--- config.mk ---
export PLATFORM = sky130hd
export DESIGN_NAME = game_controller
export DESIGN_NICKNAME = d
export VERILOG_FILES = /design/src/rtl/game_pkg.sv /design/src/rtl/game_controller_rise_detect.sv /design/src/rtl/game_controller.sv
export SDC_FILE = /design/constraint.sdc
export NUM_CORES = 1
export LEC_CHECK = 0
export ABC_CLOCK_PERIOD_IN_PS = 5100
export CELL_PAD_IN_SITES_DETAIL_PLACEMENT = 1
export CELL_PAD_IN_SITES_GLOBAL_PLACEMENT = 2
export CORE_ASPECT_RATIO = 1.5
export CORE_MARGIN = 2
export CORE_UTILIZATION = 35
export DETAILED_ROUTE_END_ITERATION = 10
export PLACE_DENSITY_LB_ADDON = 0.08
export SLEW_MARGIN = 20
export SYNTH_ARGS = -nofsm -noshare
export SYNTH_HDL_FRONTEND = slang
export SYNTH_SLANG_ARGS = --single-unit
--- constraint.sdc ---
create_clock -name GC_CLOCK_50 -period 5.1 [get_ports GC_CLOCK_50]
set_clock_uncertainty 0.15 [all_clocks]
set_input_delay 1.02 -clock GC_CLOCK_50 [delete_from_list [all_inputs] [get_ports GC_CLOCK_50]]
set_output_delay 1.02 -clock GC_CLOCK_50 [all_outputs]
set_load 0.02 [all_outputs]
--- src/rtl/game_pkg.sv ---
// Shared encodings for the Frogger play-loop sequencer.
package game_pkg;

    typedef enum logic [2:0] {
        ST_IDLE = 3'd0,
        ST_PLAY = 3'd1,
        ST_HIT  = 3'd2,
        ST_WIN  = 3'd3,
        ST_OVER = 3'd4
    } state_t;

    localparam int         SPAWN_ROW = 0;
    localparam logic [2:0] MAX_LEVEL = 3'd7;

endpackage

--- src/rtl/game_controller_rise_detect.sv ---
// One-bit rising-edge detector; after reset the input must be seen low once
// before a high level counts as a press.
module rise_detect (
    input  logic clk,
    input  logic rst_n,
    input  logic level,
    output logic rise
);

    logic low_seen_r;

    // remembers whether the previous sampled level was low
    always_ff @(posedge clk or negedge rst_n) begin
        if (!rst_n) begin
            low_seen_r <= 1'b0;
        end else begin
            low_seen_r <= ~level;
        end
    end

    assign rise = level & low_seen_r;

endmodule

--- src/rtl/game_controller.sv ---
// Frogger play-loop sequencer: frog position, lives/level, game FSM and the
// level-dependent vehicle-advance tick.
module game_controller
    import game_pkg::*;
#(
    parameter int DATAWIDTH_POS = 3,
    parameter int LIVES         = 3,
    parameter int START_X       = 3,
    parameter int BASE_PERIOD   = 50000000,
    parameter int PERIOD_STEP   = 5000000,
    parameter int MIN_PERIOD    = 10000000,
    parameter int HIT_CYCLES    = 25000000,
    parameter int WIN_CYCLES    = 25000000,
    parameter int CNT_WIDTH     = 26
) (
    input  logic                     GC_CLOCK_50,
    input  logic                     GC_RESET_InLow,
    input  logic                     GC_START_IN,
    input  logic                     GC_UP_IN,
    input  logic                     GC_DOWN_IN,
    input  logic                     GC_LEFT_IN,
    input  logic                     GC_RIGHT_IN,
    input  logic                     GC_PERDIO_IN,
    output logic [DATAWIDTH_POS-1:0] GC_POSX_OUT,
    output logic [DATAWIDTH_POS-1:0] GC_POSY_OUT,
    output logic [1:0]               GC_LIVES_OUT,
    output logic [2:0]               GC_LEVEL_OUT,
    output logic [2:0]               GC_STATE_OUT,
    output logic                     GC_TICK_OUT,
    output logic                     GC_GAMEOVER_OUT
);

    localparam int PW = CNT_WIDTH + 3;
    localparam logic [DATAWIDTH_POS-1:0] SPAWN_X    = DATAWIDTH_POS'(START_X);
    localparam logic [DATAWIDTH_POS-1:0] SPAWN_Y    = DATAWIDTH_POS'(SPAWN_ROW);
    localparam logic [DATAWIDTH_POS-1:0] POS_MAX    = {DATAWIDTH_POS{1'b1}};
    localparam logic [DATAWIDTH_POS-1:0] POS_ONE    = DATAWIDTH_POS'(1);
    localparam logic [1:0]               LIVES_INIT = 2'(LIVES);
    localparam logic [CNT_WIDTH-1:0]     HIT_LAST   = CNT_WIDTH'(HIT_CYCLES - 1);
    localparam logic [CNT_WIDTH-1:0]     WIN_LAST   = CNT_WIDTH'(WIN_CYCLES - 1);
    localparam logic [CNT_WIDTH-1:0]     CNT_ZERO   = {CNT_WIDTH{1'b0}};
    localparam logic [CNT_WIDTH-1:0]     CNT_ONE    = CNT_WIDTH'(1);
    localparam logic [PW-1:0]            BASE_W     = PW'(BASE_PERIOD);
    localparam logic [PW-1:0]            STEP_W     = PW'(PERIOD_STEP);
    localparam logic [PW-1:0]            MIN_W      = PW'(MIN_PERIOD);

    logic start_rise_s, up_rise_s, down_rise_s, left_rise_s, right_rise_s;

    rise_detect u_rise_start (.clk(GC_CLOCK_50), .rst_n(GC_RESET_InLow), .level(GC_START_IN), .rise(start_rise_s));
    rise_detect u_rise_up    (.clk(GC_CLOCK_50), .rst_n(GC_RESET_InLow), .level(GC_UP_IN),    .rise(up_rise_s));
    rise_detect u_rise_down  (.clk(GC_CLOCK_50), .rst_n(GC_RESET_InLow), .level(GC_DOWN_IN),  .rise(down_rise_s));
    rise_detect u_rise_left  (.clk(GC_CLOCK_50), .rst_n(GC_RESET_InLow), .level(GC_LEFT_IN),  .rise(left_rise_s));
    rise_detect u_rise_right (.clk(GC_CLOCK_50), .rst_n(GC_RESET_InLow), .level(GC_RIGHT_IN), .rise(right_rise_s));

    state_t                   state_r, state_s;
    logic [DATAWIDTH_POS-1:0] posx_r, posx_s, posy_r, posy_s;
    logic [1:0]               lives_r, lives_s;
    logic [2:0]               level_r, level_s;
    logic [CNT_WIDTH-1:0]     frz_cnt_r, frz_cnt_s, tick_cnt_r, tick_cnt_s;
    logic                     tick_r, tick_s, gameover_r;
    logic [PW-1:0]            reduce_s, period_s;

    // tick period for the current level, floored without underflow
    always_comb begin
        reduce_s = PW'(level_r) * STEP_W;
        if ((BASE_W > reduce_s) && ((BASE_W - reduce_s) > MIN_W)) begin
            period_s = BASE_W - reduce_s;
        end else begin
            period_s = MIN_W;
        end
    end

    // game FSM next state, position, lives, level and freeze counter
    always_comb begin
        state_s   = state_r;
        posx_s    = posx_r;
        posy_s    = posy_r;
        lives_s   = lives_r;
        level_s   = level_r;
        frz_cnt_s = CNT_ZERO;
        case (state_r)
            ST_IDLE, ST_OVER: begin
                if (start_rise_s) begin
                    state_s = (state_r == ST_IDLE) ? ST_PLAY : ST_IDLE;
                    posx_s  = SPAWN_X;
                    posy_s  = SPAWN_Y;
                    lives_s = LIVES_INIT;
                    level_s = 3'd0;
                end else begin
                    state_s = state_r;
                end
            end
            ST_PLAY: begin
                // a collision wins over any move edge in the same cycle
                if (GC_PERDIO_IN) begin
                    state_s = ST_HIT;
                    lives_s = (lives_r != 2'd0) ? (lives_r - 2'd1) : 2'd0;
                end else if (up_rise_s) begin
                    if (posy_r == POS_MAX) begin
                        state_s = ST_WIN;
                    end else begin
                        posy_s = posy_r + POS_ONE;
                    end
                end else if (down_rise_s) begin
                    posy_s = (posy_r != SPAWN_Y) ? (posy_r - POS_ONE) : posy_r;
                end else if (left_rise_s) begin
                    posx_s = (posx_r != {DATAWIDTH_POS{1'b0}}) ? (posx_r - POS_ONE) : posx_r;
                end else if (right_rise_s) begin
                    posx_s = (posx_r != POS_MAX) ? (posx_r + POS_ONE) : posx_r;
                end else begin
                    state_s = ST_PLAY;
                end
            end
            ST_HIT: begin
                if (frz_cnt_r == HIT_LAST) begin
                    if (lives_r == 2'd0) begin
                        state_s = ST_OVER;
                    end else begin
                        state_s = ST_PLAY;
                        posx_s  = SPAWN_X;
                        posy_s  = SPAWN_Y;
                    end
                end else begin
                    frz_cnt_s = frz_cnt_r + CNT_ONE;
                end
            end
            ST_WIN: begin
                if (frz_cnt_r == WIN_LAST) begin
                    state_s = ST_PLAY;
                    posx_s  = SPAWN_X;
                    posy_s  = SPAWN_Y;
                    level_s = (level_r != MAX_LEVEL) ? (level_r + 3'd1) : level_r;
                end else begin
                    frz_cnt_s = frz_cnt_r + CNT_ONE;
                end
            end
            default: begin
                state_s = ST_IDLE;
                posx_s  = SPAWN_X;
                posy_s  = SPAWN_Y;
                lives_s = LIVES_INIT;
                level_s = 3'd0;
            end
        endcase
    end

    // vehicle tick: runs only while staying in PLAY, cleared on any exit
    always_comb begin
        if ((state_r == ST_PLAY) && (state_s == ST_PLAY)) begin
            if (PW'(tick_cnt_r) == (period_s - PW'(1))) begin
                tick_s     = 1'b1;
                tick_cnt_s = CNT_ZERO;
            end else begin
                tick_s     = 1'b0;
                tick_cnt_s = tick_cnt_r + CNT_ONE;
            end
        end else begin
            tick_s     = 1'b0;
            tick_cnt_s = CNT_ZERO;
        end
    end

    // state and output registers
    always_ff @(posedge GC_CLOCK_50 or negedge GC_RESET_InLow) begin
        if (!GC_RESET_InLow) begin
            state_r    <= ST_IDLE;
            posx_r     <= SPAWN_X;
            posy_r     <= SPAWN_Y;
            lives_r    <= LIVES_INIT;
            level_r    <= 3'd0;
            frz_cnt_r  <= CNT_ZERO;
            tick_cnt_r <= CNT_ZERO;
            tick_r     <= 1'b0;
            gameover_r <= 1'b0;
        end else begin
            state_r    <= state_s;
            posx_r     <= posx_s;
            posy_r     <= posy_s;
            lives_r    <= lives_s;
            level_r    <= level_s;
            frz_cnt_r  <= frz_cnt_s;
            tick_cnt_r <= tick_cnt_s;
            tick_r     <= tick_s;
            gameover_r <= (state_s == ST_OVER);
        end
    end

    assign GC_POSX_OUT     = posx_r;
    assign GC_POSY_OUT     = posy_r;
    assign GC_LIVES_OUT    = lives_r;
    assign GC_LEVEL_OUT    = level_r;
    assign GC_STATE_OUT    = state_r;
    assign GC_TICK_OUT     = tick_r;
    assign GC_GAMEOVER_OUT = gameover_r;

endmodule

==> summary.md <==
| Metric | Value |
|---|---|
| Run status | `completed` |
| CTS Hold Bufs | `0` |
| Height of the die | `162 um` |
| Post-Synthesis Cell Area | `5830 sq um` |
| Chip width | `about 110 um` |
| Syn nets | `between 700 and 800` |
| Psw | `approximately 0.28 mW` |
| Nets@finish | `approximately 750` |
| Final setup violation count | `0` |
| Critical Path Slowest Stage Cell | `a2111oi_4` |
| Synth async-reset ratio | `between 90% and 100%` |
| Via density | `between 5 and 6` |
| Area grow syn2layout | `20.4%` |
| Period utilization | `97.5%` |
| Total GRT Usage | `slightly above 20%` |
| Critical Path Max Stage Delay | `0.54 ns` |
| HPWL Detailed | `about 13,000 um` |
| Total Power | `roughly 1.3 mW` |
| Drt pass-1 iters | `4` |
| Yosys warning count | `0` |
| Initial Util | `a little over a third` |
| Most used cell, CP | `a21oi_2` |
| Syn avg cell area | `about 8.6 sq um` |
| Setup TNS | `0 ns` |
| Root cell of the clock tree | `clkbuf_16` |
| Clk_lat worst skew | `0.34 ns` |
| Synth cell count leaders | `dfrtp_1 (69), nand2_1 (69), nor2_1 (66)` |
| Row cnt | `57` |
| Sequential-to-total area share from yosys stat | `a little under a third` |
| Area share of the largest cell type after synthesis | `29.6%` |
| Element type at the critical path start | `flip-flop` |
| Slew HR | `between 30% and 40%` |
| Final core utilization | `43.2%` |
| Routed wire length | `approximately 18,000 um` |
| Ys flop type | `dfrtp_1` |
| Core area | `between 15,000 and 20,000 sq um` |
| Gate Count Post-Synth | `approximately 680` |
| Die area | `17,700 sq um` |
| Placed cells | `~900` |
| Cell Int Power | `about 0.98 mW` |
| IO Count | `24` |
| DRT iter0 DRCs | `221` |
| Sequential share of power | `between 40 and 50%` |
| Worst Path Required | `around 5.1 ns` |
| Wirelength per Cell | `between 15 and 20 um` |
| Switching Share | `22.2%` |
| CP Capture Type | `flip-flop` |
| Reg clk slew, reported paths | `roughly 0.060 ns` |
| First-pass GRT wire length | `~29,000 um` |
| Peak VDD IR | `between 100 and 150 uV` |
| Synth unique cells | `between 70 and 80` |
| Clock share of power | `about half` |
| Via count | `5,286` |
| Crit-path max FO | `6` |
| WS Path Type | `reg -> reg` |
| Minimum clock period | `about 5.0 ns` |
| Static Leakage | `2.82 nW` |
| Hold Path Origin | `frz_cnt_r[0]` |
| Fillers | `1,930` |
| Worst R2R Start | `GC_LEVEL_OUT[1]` |
| Cells along the critical path | `inv_1 > buf_4 > ha_1 > inv_2 > fa_1 > or4_4 > a21oi_2 > or3b_1 > mux2i_2 > xnor2_2 > xnor2_1 > or4_1 > a21oi_2 > o2111ai_2 > a2111oi_4 > clkbuf_16 > nor3_2` |
| H-Tree Depth | `3` |
| Antenna violations before repair | `0` |
| Largest area contributor in the netlist | `dfrtp_1` |
| Synth top area cells | `dfrtp_1 (30%), xnor2_1 (6.6%), xor2_1 (5.1%)` |
| IO Port Bufs | `23` |
| Overflow after GRT | `0` |
| Power per Cell Area | `between 150 and 200 nW/um^2` |
| Placer Congestion | `between 0.8 and 0.9` |
| Residual DRC | `0` |
| Worst Setup SP | `GC_LEVEL_OUT[1]` |
| Combinational fraction of design power | `about 2%` |
| Clk sink count | `73` |
| Largest net degree at the start of global routing | `74` |
| Post-route ant nets | `0` |
| Clk buf depth | `2` |
| Slew Limit Fails | `0` |
| Hold Crit Class | `reg -> reg` |
| Upper clock frequency limit | `201 MHz` |
| Final Hold Viols | `0` |
| Synthesized flop and latch total | `73` |
| CTS tree | `built` |
| Final std cells w/o fill | `934` |
| WP data arrival | `between 5 and 6 ns` |
| Vias in the first global route | `between 5,000 and 6,000` |
| # diodes | `0` |
| Layout cells sized above 1 | `roughly 18%` |
| Worst-margin pin slew | `roughly 1.0 ns` |
| Max-cap viol count | `0` |
| Num CTS Buffers | `9` |
| Post-synth EDFFs | `0` |
==> stage by stage <==
| step | setup WS [ns] | hold slack [ns] | instance area, sq um |
|---|---|---|---|
| 2_1_floorplan | 0.00217 | 0.298 | 5840 |
| 3_3_place_gp | -0.0181 | 0.328 | 6380 |
| 3_5_place_dp | -0.0515 | 0.343 | 6380 |
| 4_1_cts | 0.0395 | 0.353 | 6690 |
| 5_1_grt | -0.0922 | 0.379 | 7020 |
| 6_report | 0.127 | 0.343 | 7020 |
==> cell type report <==
class	count	area, sq um	share of cell area [%]
Sequential cell	73	1830	26.1
Inverter	28	105	1.50
Tap cell	206	258	3.67
Clock buffer	10	239	3.41
Multi-Input combinational cell	551	3960	56.4
Timing Repair Buffer	60	556	7.92
Clock inverter	6	65.1	0.927
==> logic make-up after synthesis <==
| logic type | Yosys count | synth area share, % |
|---|---|---|
| multiplexers | 7 | 1.31 |
| buffers and inverters | 55 | 4.01 |
| AND/OR/NAND/NOR | 303 | 28.0 |
| AO/OA/AOI/OAI | 140 | 17.7 |
| adder cells (fa/ha/maj) | 20 | 4.81 |
| flip-flops | 73 | 31.4 |
| XOR/XNOR | 81 | 12.8 |
==> layout by cell type, fill, tap and decap left out, drive strengths merged, types with 5 or more instances in the layout <==
cell	n
o21a	8
xnor2	45
a21oi	26
mux2i	5
nand4	16
nor2	67
nor4	7
clkbuf	11
dfrtp	69
clkdlybuf4s50	22
a31oi	10
nor3	34
nand3	38
or3	9
a21boi	5
o2111ai	6
a21o	5
nand2b	10
inv	29
o21ai	31
ha	16
nand2	69
xor2	34
and2	7
buf	37
or4	7
o211ai	6
and3	13
a211oi	7
==> repair_timing <==
| item | 4_1_cts | 5_1_grt |
|---|---|---|
| hold endpoints to repair | 0 | 0 |
| endpoints found under the setup margin | 25 | 25 |
| pin swaps | 0 | 12 |
| gates cloned | 0 | 2 |
| setup buffers | 0 | 11 |
| gates resized for setup | 1 | 37 |
==> routing by layer <==
| layer | part of all wire [%] | track usage (%) | routed length (um) |
|---|---|---|---|
| met5 | 0 | 0 | 0 |
| met2 | 54 | 37.9 | 9480 |
| met1 | 42 | 24.5 | 7410 |
| met3 | 1.6 | 2.69 | 289 |
| met4 | 2.8 | 6.79 | 500 |
==> critical path: cells and delay by family, from the launching register on <==
| kind | cells | cell delay [ns] |
|---|---|---|
| flip-flops | 1 | 0.36 |
| AND/OR/NAND/NOR | 4 | 1.38 |
| buffers and inverters | 4 | 0.59 |
| XOR/XNOR | 2 | 0.29 |
| AO/OA/AOI/OAI | 4 | 1.03 |
| adder cells (fa/ha/maj) | 2 | 0.77 |
| multiplexers | 1 | 0.24 |
==> power groups by stage <==
stage,registers (mW),logic (mW),clock network (mW)
after global placement,0.592,0.0258,0
after CTS,0.582,0.0265,0.671
final,0.582,0.0251,0.656
after detailed placement,0.592,0.0265,0
after floorplan,0.592,0.00548,0
after global routing,0.581,0.0290,0.700
==> flip-flops by register name (all words and copies together) (netlist names) <==
signal                   flops
GC_GAMEOVER_OUT              1
u_rise_right.low_seen_r      1
u_rise_down.low_seen_r       1
GC_POSX_OUT                  3
GC_STATE_OUT                 3
GC_TICK_OUT                  1
u_rise_left.low_seen_r       1
GC_POSY_OUT                  3
tick_cnt_r                  26
u_rise_up.low_seen_r         1
u_rise_start.low_seen_r      1
GC_LEVEL_OUT                 3
frz_cnt_r                   26
GC_LIVES_OUT                 2
==> final timing paths <==
path	cells after the start	to	slack (ns)
setup / recovery	17	tick_cnt_r[7]	0.13
hold / removal	1	frz_cnt_r[0]	0.34
setup reg to reg	17	tick_cnt_r[7]	0.13
hold reg to reg	1	frz_cnt_r[0]	0.34
max in group asynchronous	1	tick_cnt_r[7]	3.45
min in group asynchronous	1	GC_LEVEL_OUT[0]	0.67
(Power assumes the default switching activity.)
